[src/rtl/lcd_frame_streamer_if.sv]
// Pixel-in / byte-out bundle between the frame streamer and its neighbours.
// master = the streamer (consumes pixels, drives PHY bytes); slave = the far side.
interface lcd_frame_streamer_if;
  logic [15:0] px_data;
  logic        px_valid;
  logic        px_ready;
  logic [7:0]  phy_data;
  logic        phy_rs;
  logic        phy_valid;
  logic        phy_ready;
  logic        phy_fmark_stb;

  modport master (
    input  px_data, px_valid, phy_ready, phy_fmark_stb,
    output px_ready, phy_data, phy_rs, phy_valid
  );

  modport slave (
    output px_data, px_valid, phy_ready, phy_fmark_stb,
    input  px_ready, phy_data, phy_rs, phy_valid
  );
endinterface

[src/rtl/lcd_frame_streamer.sv]
// Window-setup header plus RGB565 high/low byte stream into the LCD parallel PHY.
// Registered byte output at 1 byte/clk; a stalled phy_ready holds the byte and drops px_ready.
module lcd_frame_streamer #(
  parameter int         COORD_W   = 9,
  parameter logic [7:0] CMD_CASET = 8'h2A,
  parameter logic [7:0] CMD_PASET = 8'h2B,
  parameter logic [7:0] CMD_RAMWR = 8'h2C
) (
  input  logic               clk,
  input  logic               rst,
  input  logic               start,
  input  logic               sync_fmark,
  input  logic [COORD_W-1:0] win_x0,
  input  logic [COORD_W-1:0] win_x1,
  input  logic [COORD_W-1:0] win_y0,
  input  logic [COORD_W-1:0] win_y1,
  output logic               busy,
  output logic               done_stb,
  lcd_frame_streamer_if.master bus
);
  localparam int CNT_W = 2*COORD_W + 2;

  typedef enum logic [2:0] {
    S_IDLE, S_SETUP, S_WAIT_FM, S_HDR, S_PIX_HI, S_PIX_LO, S_DRAIN, S_DONE
  } state_t;

  state_t             state, state_nxt;
  logic [COORD_W-1:0] x0_q, x1_q, y0_q, y1_q;
  logic               sync_q;
  logic [CNT_W-1:0]   pix_cnt;
  logic [3:0]         hdr_idx;
  logic [7:0]         lo_byte;

  logic               slot_free, bad_win, px_acc, hdr_load;
  logic               load_en, load_rs, hdr_rs;
  logic [7:0]         load_dat, hdr_dat;
  logic [15:0]        x0_w, x1_w, y0_w, y1_w;
  logic [COORD_W:0]   w_span, h_span;

  assign slot_free = !bus.phy_valid || bus.phy_ready;
  assign bad_win   = (x1_q < x0_q) || (y1_q < y0_q);
  assign w_span    = {1'b0, x1_q} - {1'b0, x0_q} + (COORD_W+1)'(1);
  assign h_span    = {1'b0, y1_q} - {1'b0, y0_q} + (COORD_W+1)'(1);
  assign x0_w      = 16'(x0_q);
  assign x1_w      = 16'(x1_q);
  assign y0_w      = 16'(y0_q);
  assign y1_w      = 16'(y1_q);

  always_comb begin
    hdr_dat = 8'h00;
    hdr_rs  = 1'b1;
    case (hdr_idx)
      4'd0:  begin hdr_dat = CMD_CASET; hdr_rs = 1'b0; end
      4'd1:  hdr_dat = x0_w[15:8];
      4'd2:  hdr_dat = x0_w[7:0];
      4'd3:  hdr_dat = x1_w[15:8];
      4'd4:  hdr_dat = x1_w[7:0];
      4'd5:  begin hdr_dat = CMD_PASET; hdr_rs = 1'b0; end
      4'd6:  hdr_dat = y0_w[15:8];
      4'd7:  hdr_dat = y0_w[7:0];
      4'd8:  hdr_dat = y1_w[15:8];
      4'd9:  hdr_dat = y1_w[7:0];
      4'd10: begin hdr_dat = CMD_RAMWR; hdr_rs = 1'b0; end
      default: ;
    endcase
  end

  always_ff @(posedge clk) begin
    if (rst) state <= S_IDLE;
    else     state <= state_nxt;
  end

  always_comb begin
    state_nxt = state;
    case (state)
      S_IDLE:    if (start) state_nxt = S_SETUP;
      S_SETUP:   state_nxt = bad_win ? S_DONE : (sync_q ? S_WAIT_FM : S_HDR);
      // the strobe cycle already loads CASET so it appears the very next cycle
      S_WAIT_FM: if (bus.phy_fmark_stb) state_nxt = S_HDR;
      S_HDR:     if (slot_free && hdr_idx == 4'd10) state_nxt = S_PIX_HI;
      S_PIX_HI:  if (px_acc) state_nxt = S_PIX_LO;
      S_PIX_LO:  if (slot_free) state_nxt = (pix_cnt == '0) ? S_DRAIN : S_PIX_HI;
      S_DRAIN:   if (slot_free) state_nxt = S_DONE;
      S_DONE:    state_nxt = S_IDLE;
      default:   state_nxt = S_IDLE;
    endcase
  end

  always_comb begin
    busy         = (state != S_IDLE);
    done_stb     = (state == S_DONE);
    bus.px_ready = (state == S_PIX_HI) && slot_free;
    px_acc       = bus.px_ready && bus.px_valid;
    hdr_load     = slot_free && ((state == S_HDR) ||
                                 (state == S_WAIT_FM && bus.phy_fmark_stb));
    load_en  = 1'b0;
    load_dat = 8'h00;
    load_rs  = 1'b1;
    if (hdr_load) begin
      load_en  = 1'b1;
      load_dat = hdr_dat;
      load_rs  = hdr_rs;
    end else if (px_acc) begin
      load_en  = 1'b1;
      load_dat = bus.px_data[15:8];
    end else if (state == S_PIX_LO && slot_free) begin
      load_en  = 1'b1;
      load_dat = lo_byte;
    end
  end

  always_ff @(posedge clk) begin
    if (rst) begin
      x0_q          <= '0;
      x1_q          <= '0;
      y0_q          <= '0;
      y1_q          <= '0;
      sync_q        <= 1'b0;
      pix_cnt       <= '0;
      hdr_idx       <= 4'd0;
      lo_byte       <= 8'h00;
      bus.phy_data  <= 8'h00;
      bus.phy_rs    <= 1'b0;
      bus.phy_valid <= 1'b0;
    end else begin
      if (state == S_IDLE && start) begin
        x0_q   <= win_x0;
        x1_q   <= win_x1;
        y0_q   <= win_y0;
        y1_q   <= win_y1;
        sync_q <= sync_fmark;
      end
      if (state == S_SETUP) begin
        pix_cnt <= CNT_W'(w_span) * CNT_W'(h_span);
        hdr_idx <= 4'd0;
      end
      if (hdr_load) hdr_idx <= hdr_idx + 4'd1;
      if (px_acc) begin
        lo_byte <= bus.px_data[7:0];
        pix_cnt <= pix_cnt - CNT_W'(1);
      end
      if (load_en) begin
        bus.phy_data  <= load_dat;
        bus.phy_rs    <= load_rs;
        bus.phy_valid <= 1'b1;
      end else if (bus.phy_ready) begin
        bus.phy_valid <= 1'b0;
      end
    end
  end
endmodule

[src/flat_wrapper.sv]
// flat-port wrapper written by rule: the top's interface ports become plain ports
module lcd_frame_streamer_flat 
#(
  parameter int         COORD_W   = 9,
  parameter logic [7:0] CMD_CASET = 8'h2A,
  parameter logic [7:0] CMD_PASET = 8'h2B,
  parameter logic [7:0] CMD_RAMWR = 8'h2C
)
  (clk, rst, start, sync_fmark, win_x0, win_x1, win_y0, win_y1, busy, done_stb, bus_px_data, bus_px_valid, bus_phy_ready, bus_phy_fmark_stb, bus_px_ready, bus_phy_data, bus_phy_rs, bus_phy_valid);
  lcd_frame_streamer_if bus_i ();
  input  logic clk;
  input  logic rst;
  input  logic start;
  input  logic sync_fmark;
  input  logic [COORD_W-1:0] win_x0;
  input  logic [COORD_W-1:0] win_x1;
  input  logic [COORD_W-1:0] win_y0;
  input  logic [COORD_W-1:0] win_y1;
  output logic busy;
  output logic done_stb;
  input wire logic [$bits(bus_i.px_data)-1:0] bus_px_data;
  input wire logic [$bits(bus_i.px_valid)-1:0] bus_px_valid;
  input wire logic [$bits(bus_i.phy_ready)-1:0] bus_phy_ready;
  input wire logic [$bits(bus_i.phy_fmark_stb)-1:0] bus_phy_fmark_stb;
  output wire logic [$bits(bus_i.px_ready)-1:0] bus_px_ready;
  output wire logic [$bits(bus_i.phy_data)-1:0] bus_phy_data;
  output wire logic [$bits(bus_i.phy_rs)-1:0] bus_phy_rs;
  output wire logic [$bits(bus_i.phy_valid)-1:0] bus_phy_valid;
  assign bus_i.px_data = bus_px_data;
  assign bus_i.px_valid = bus_px_valid;
  assign bus_i.phy_ready = bus_phy_ready;
  assign bus_i.phy_fmark_stb = bus_phy_fmark_stb;
  assign bus_px_ready = bus_i.px_ready;
  assign bus_phy_data = bus_i.phy_data;
  assign bus_phy_rs = bus_i.phy_rs;
  assign bus_phy_valid = bus_i.phy_valid;
  lcd_frame_streamer #(.COORD_W(COORD_W), .CMD_CASET(CMD_CASET), .CMD_PASET(CMD_PASET), .CMD_RAMWR(CMD_RAMWR)) u_core (.clk(clk), .rst(rst), .start(start), .sync_fmark(sync_fmark), .win_x0(win_x0), .win_x1(win_x1), .win_y0(win_y0), .win_y1(win_y1), .busy(busy), .done_stb(done_stb), .bus(bus_i));
endmodule
[config.mk]
export PLATFORM = sky130hd
export DESIGN_NAME = lcd_frame_streamer_flat
export DESIGN_NICKNAME = d
export VERILOG_FILES = /design/src/rtl/lcd_frame_streamer_if.sv /design/src/rtl/lcd_frame_streamer.sv /design/src/flat_wrapper.sv
export SDC_FILE = /design/constraint.sdc
export NUM_CORES = 1
export LEC_CHECK = 0
export BUFFER_PORTS_ARGS = -buffer_cell sky130_fd_sc_hd__buf_2
export CORE_ASPECT_RATIO = 1.4
export CORE_MARGIN = 5
export CORE_UTILIZATION = 40
export CTS_CLUSTER_SIZE = 24
export DETAILED_ROUTE_END_ITERATION = 7
export SLEW_MARGIN = 20
export SYNTH_ARGS = -nofsm -noshare
export SYNTH_HDL_FRONTEND = slang
export SYNTH_SLANG_ARGS = --single-unit
[constraint.sdc]
create_clock -name clk -period 6.95 [get_ports clk]
set_input_delay 1.7375 -clock clk [delete_from_list [all_inputs] [get_ports clk]]
set_output_delay 1.7375 -clock clk [all_outputs]
set_load 0.01 [all_outputs]
# ---- Yosys cells after proc, flatten, opt, wreduce, memory -nomap -nowiden
# Cells that the tools add are included.
dict set report classes {
  n_addsub 6
  n_lt_le_gt_ge 2
  n_reduce_logical 20
  eq_ne 23
  mul 1
  muxes 25
}
# op count
set ops {}
lappend ops {{$pmux 8 s11} 1}
lappend ops {{$mux 20} 2}
lappend ops {{$mux 8} 3}
lappend ops {{$pmux 3 s8} 1}
lappend ops {{$mux 3} 7}
lappend ops {{$add 10x1->10 const B} 2}
lappend ops {{$logic_not 20->1} 1}
lappend ops {{$mul 10x10->20} 1}
lappend ops {{$sub 20x1->20 const B} 1}
lappend ops {{$sub 9x9->10} 2}
lappend ops {{$lt 9x9->1} 2}
lappend ops {{$eq 4x3->1 const B} 4}
lappend ops {{$eq 3x3->1 const B} 4}
lappend ops {{$eq 4x4->1 const B} 3}
lappend ops {{$eq 4x2->1 const B} 2}
lappend ops {{$mux 1} 8}
lappend ops {{$mux 4} 2}
lappend ops {{$ne 2x1->1 const B} 4}
lappend ops {{$logic_and 1x1->1} 7}
lappend ops {{$eq 3x2->1 const B} 2}
lappend ops {{$reduce_and 6->1} 1}
lappend ops {{$reduce_bool 2->1} 3}
lappend ops {{$add 4x1->4 const B} 1}
lappend ops {{$eq 4x1->1 const B} 1}
lappend ops {{other kinds (9)} 12}
dict set report word_totals {
  inputBits 59
  wordCells 89
  regBits 82
  out_inout_bits 13
}

# ---- Logic depth before layout (Yosys ltp)
dict set report depth {
  ltp_word 7
  ltp_mapped 27
  depth_no_buf 27
}

# ---- Worst setup path before layout
# Ideal clock, no wire load.
dict set report synth_path {
  path_kind {reg-to-reg}
  from {reg u_core.y1_q[1]}
  to {reg u_core.pix_cnt[17]}
  path_stages_with_launch 25
  n_path_buf 0
  setup_slack_ps 58
  t_arrival_ps 6776
  setup_time_ps 116
  synth_period_minus_slack_ps 6892
  required_time_ps 6834
  cell_sequence {dfxtp_1 > inv_1 > ha_1 > inv_1 > ha_1 > fa_1 > a21oi_1 > o21bai_1 > a311oi_1 > a21oi_1 > xor2_1 > nand2b_1 > fa_1 > fa_1 > inv_1 > fa_1 > fa_1 > inv_1 > fa_1 > inv_1 > ha_1 > a32oi_1 > a211oi_1 > or3_1 > a31o_2}
}
dict set report synth_between {
  elab_chain_cells 5
}
# element line_no
set synth_lines {}
lappend synth_lines {{from (decl)} lcd_frame_streamer.sv:28} ;# logic [COORD_W-1:0] x0_q, x1_q, y0_q, y1_q;
lappend synth_lines {{from (signal assigned)} lcd_frame_streamer.sv:130} ;# y1_q <= win_y1;
lappend synth_lines {{$sub 9x9->10} lcd_frame_streamer.sv:43} ;# assign h_span = {1'b0, y1_q} - {1'b0, y0_q} + (COORD_W+1)'(1);
lappend synth_lines {{$add 10x1->10} lcd_frame_streamer.sv:43}
lappend synth_lines {{$mul 10x10->20} lcd_frame_streamer.sv:134} ;# pix_cnt <= CNT_W'(w_span) * CNT_W'(h_span);
lappend synth_lines {{$mux 20} lcd_frame_streamer.sv:133} ;# if (state == S_SETUP) begin
lappend synth_lines {{$mux 20} lcd_frame_streamer.sv:138} ;# if (px_acc) begin
lappend synth_lines {{to (signal assigned)} lcd_frame_streamer.sv:134}
lappend synth_lines {{to (signal assigned)} lcd_frame_streamer.sv:140} ;# pix_cnt <= pix_cnt - CNT_W'(1);
lappend synth_lines {{to (decl)} lcd_frame_streamer.sv:30} ;# logic [CNT_W-1:0] pix_cnt;
# Every way passes these cells. The select of a mux whose other input is x is not followed.
# A chain may end at the register's enable or synchronous reset.

# ---- Final worst setup path
dict set report layout_path {
  from {reg u_core.x1_q[1]}
  to {reg u_core.pix_cnt[15]}
}
dict set report layout_between {
  elab_chain_cells 5
}
# element line_no
set layout_lines {}
lappend layout_lines {{from (decl)} lcd_frame_streamer.sv:28}
lappend layout_lines {{from (signal assigned)} lcd_frame_streamer.sv:128} ;# x1_q <= win_x1;
lappend layout_lines {{$sub 9x9->10} lcd_frame_streamer.sv:42} ;# assign w_span = {1'b0, x1_q} - {1'b0, x0_q} + (COORD_W+1)'(1);
lappend layout_lines {{$add 10x1->10} lcd_frame_streamer.sv:42}
lappend layout_lines {{$mul 10x10->20} lcd_frame_streamer.sv:134}
lappend layout_lines {{$mux 20} lcd_frame_streamer.sv:133}
lappend layout_lines {{$mux 20} lcd_frame_streamer.sv:138}
# Every way passes these cells. The select of a mux whose other input is x is not followed.

==> impl_results.md <==
- Fin worst setup slack: 0.297 ns
- PortBufs: 71
- R2r setup slk: 0.30 ns
- Arr. time, crit path: 6.95 ns
- Synthesized area per cell: 7.92 um2
- Startpoint types: register
- Synth cell count leaders: nand2_1 (160), inv_1 (129), a21oi_1 (113)
- Synth unique cells: 71
- Total of max-cap violations: 0
- Status: finished, final reports clean
- Grt total ovfl: 0
- Hold Path Depth: 2
- Global router's overall resource usage: 0.201
- Filler instances: 2150
- Synth area leader: dfxtp_1
- Setup violators final: 0
- Root buf cell: clkbuf_16
- Critical Path End Type: register
- Antenna violation net count after detailed routing: 0
- Top-count cell post-synth: nand2_1
- Synth async-reset ratio: 0
- Area growth syn-to-layout: 14.7%
- CP peak stage delay: 0.53 ns
- Part of the Yosys area used for sequential elements: 0.190
- Post-layout util: 0.467
- Vias in the first global route: 7733
- Largest net degree at the start of global routing: 68
- Detailed Route Iter0 Violations: 360
- Critical setup path kind: reg2reg
- Reg area: 0.00164 mm2
- Busiest layer in global routing: met2
- DRT Pass-1 Iters: 5
- Grt met3 use: 0.0227
- Worst path required time: 7.25 ns
- Main synth FF type: dfxtp_1
- Min cycle time layout: 6.65 ns
- Die footprint: 0.0247 mm2
- # hold bufs at CTS: 0
- Clock tree from TritonCTS: done
- Synthesized flop and latch total: 82
- Share of cells above drive strength 1: 0.144
- Cell Area, Synth: 0.00866 mm2
- Die H: 184 um
- Slew @ Worst Pin: 0.812 ns
- Multi-input logic area: 0.00651 mm2
- Routed WL per cell: 17.2 um
- Reg clk slew, reported paths: 0.07 ns
- Skew-Pair Late Insertion Delay: 0.36 ns
- Most frequent cell on the critical path: inv_1
- Antenna fix cells: 0
- Slew headroom: 0.458
- Via count: 7896
- CP max stage cell: fa_1
- Crit path max fanout: 6
- CTS sink cnt: 82
- CTS Buffer Depth: 2
- Routing usage on met1: 0.238
- Antenna violations before repair: 0
- Ranking of synthesized cells by area: dfxtp_1 (19%), fa_1 (16%), ha_1 (14%)
- Final Hold Fails: 0
- Vias per cell: 5.51
- Cells after synthesis: 1093
- Post-synth top area share: 0.190
- Tcrit/Tclk final: 0.957
- CTS Buf Count: 9
- R2r worst-path depth: 27
- YS warnings: 0
- H-Tree Depth: 3
- RePlAce Congestion: 0.958
- Hold Crit Class: reg2reg
- Met2 Use GR: 0.360
- Hpwl dp: 19900 um
- Skew final: 0.0151 ns
- Slew Limit Fails: 0
- Post-synth EDFFs: 0
- Routed wire length: 24700 um
- Synthesized Nets: 1321
- Die width: 134 um
- Net count, final: 1396
- Setup TNS: 0 ns
- First-pass GRT wire length: 39600 um
- # DRC: 0
- Starting Density: 0.407
- Pre-CTS WS: 0.0188 ns
- Core region area: 0.0213 mm2
- F_max: 150 MHz
- I/O pin count: 72
- Row cnt: 63
flip-flops by register name (all words and copies together), names as in the netlist:
name and count:
u_core.bus.phy_data 8, u_core.bus.phy_rs 1, u_core.bus.phy_valid 1, u_core.hdr_idx 4, u_core.lo_byte 8, u_core.pix_cnt 20
u_core.state 3, u_core.sync_q 1, u_core.x0_q 9, u_core.x1_q 9, u_core.y0_q 9, u_core.y1_q 9
cells in the final DEF, fill, tap and decap left out, drive strengths merged, types with 17 or more instances in the layout:
cell   instances
a21oi        113
buf          106
dfxtp         82
fa            70
ha            99
inv          131
nand2        161
nand3         17
nor2          95
nor3          25
o21ai         34
xnor2         18
final timing paths:
path | startpoint | end
hold / removal | u_core.lo_byte[6] | u_core.lo_byte[6]
hold reg to reg | u_core.lo_byte[6] | u_core.lo_byte[6]
setup / recovery | u_core.x1_q[1] | u_core.pix_cnt[15]
setup reg to reg | u_core.x1_q[1] | u_core.pix_cnt[15]
stage by stage:
step,hold slack [ns],cell area [um2],instances
after floorplan,0.421,8660,1093
after global placement,0.444,9400,1414
after CTS,0.461,9750,1430
after detailed placement,0.451,9400,1414
final,0.458,9930,1433
after global routing,0.485,9930,1433
per-layer routing:
| metal | vias up | share of wire |
|---|---|---|
| li1 | 3869 | - |
| met4 | 0 | 0.046 |
| met2 | 227 | 0.51 |
| met1 | 3746 | 0.41 |
| met5 | - | 0 |
| met3 | 54 | 0.034 |
worst max-delay path: cells and delay by family, from the launching register on:
| kind | cells | cell delay (ns) |
|---|---|---|
| simple gates | 2 | 0.19 |
| buf+inv | 8 | 0.54 |
| compound gates | 7 | 1.53 |
| flops | 1 | 0.37 |
| fa+ha+maj | 9 | 3.78 |
| xor+xnor | 1 | 0.19 |
what timing repair did:
item	in CTS	in global routing
endpoints found under the setup margin	0	11
gates resized for setup	0	33
setup buffers	0	3
cell type report:
cell class                      instances  area share
Inverter                              130      0.0491
Clock buffer                            9      0.0227
Clock inverter                          7      0.0125
Sequential cell                        82       0.165
Timing Repair Buffer                  106      0.0622
Tap cell                              260      0.0327
Multi-Input combinational cell        839       0.655
logic make-up (layout without fill, tap and decap cells):
kind of cell	Yosys count	after routing	synth area share
adders and majority gates	169	169	0.305
buffers and inverters	172	252	0.0776
DFF	82	82	0.190
muxes	2	2	0.00246
and+or+nand+nor	375	375	0.202
xor gates and xnor gates	33	33	0.0334
AOI/OAI and AO/OA	260	260	0.190
Power is not shown: default switching activity piles up to over one toggle a cycle in this logic, so the estimate is an artifact.
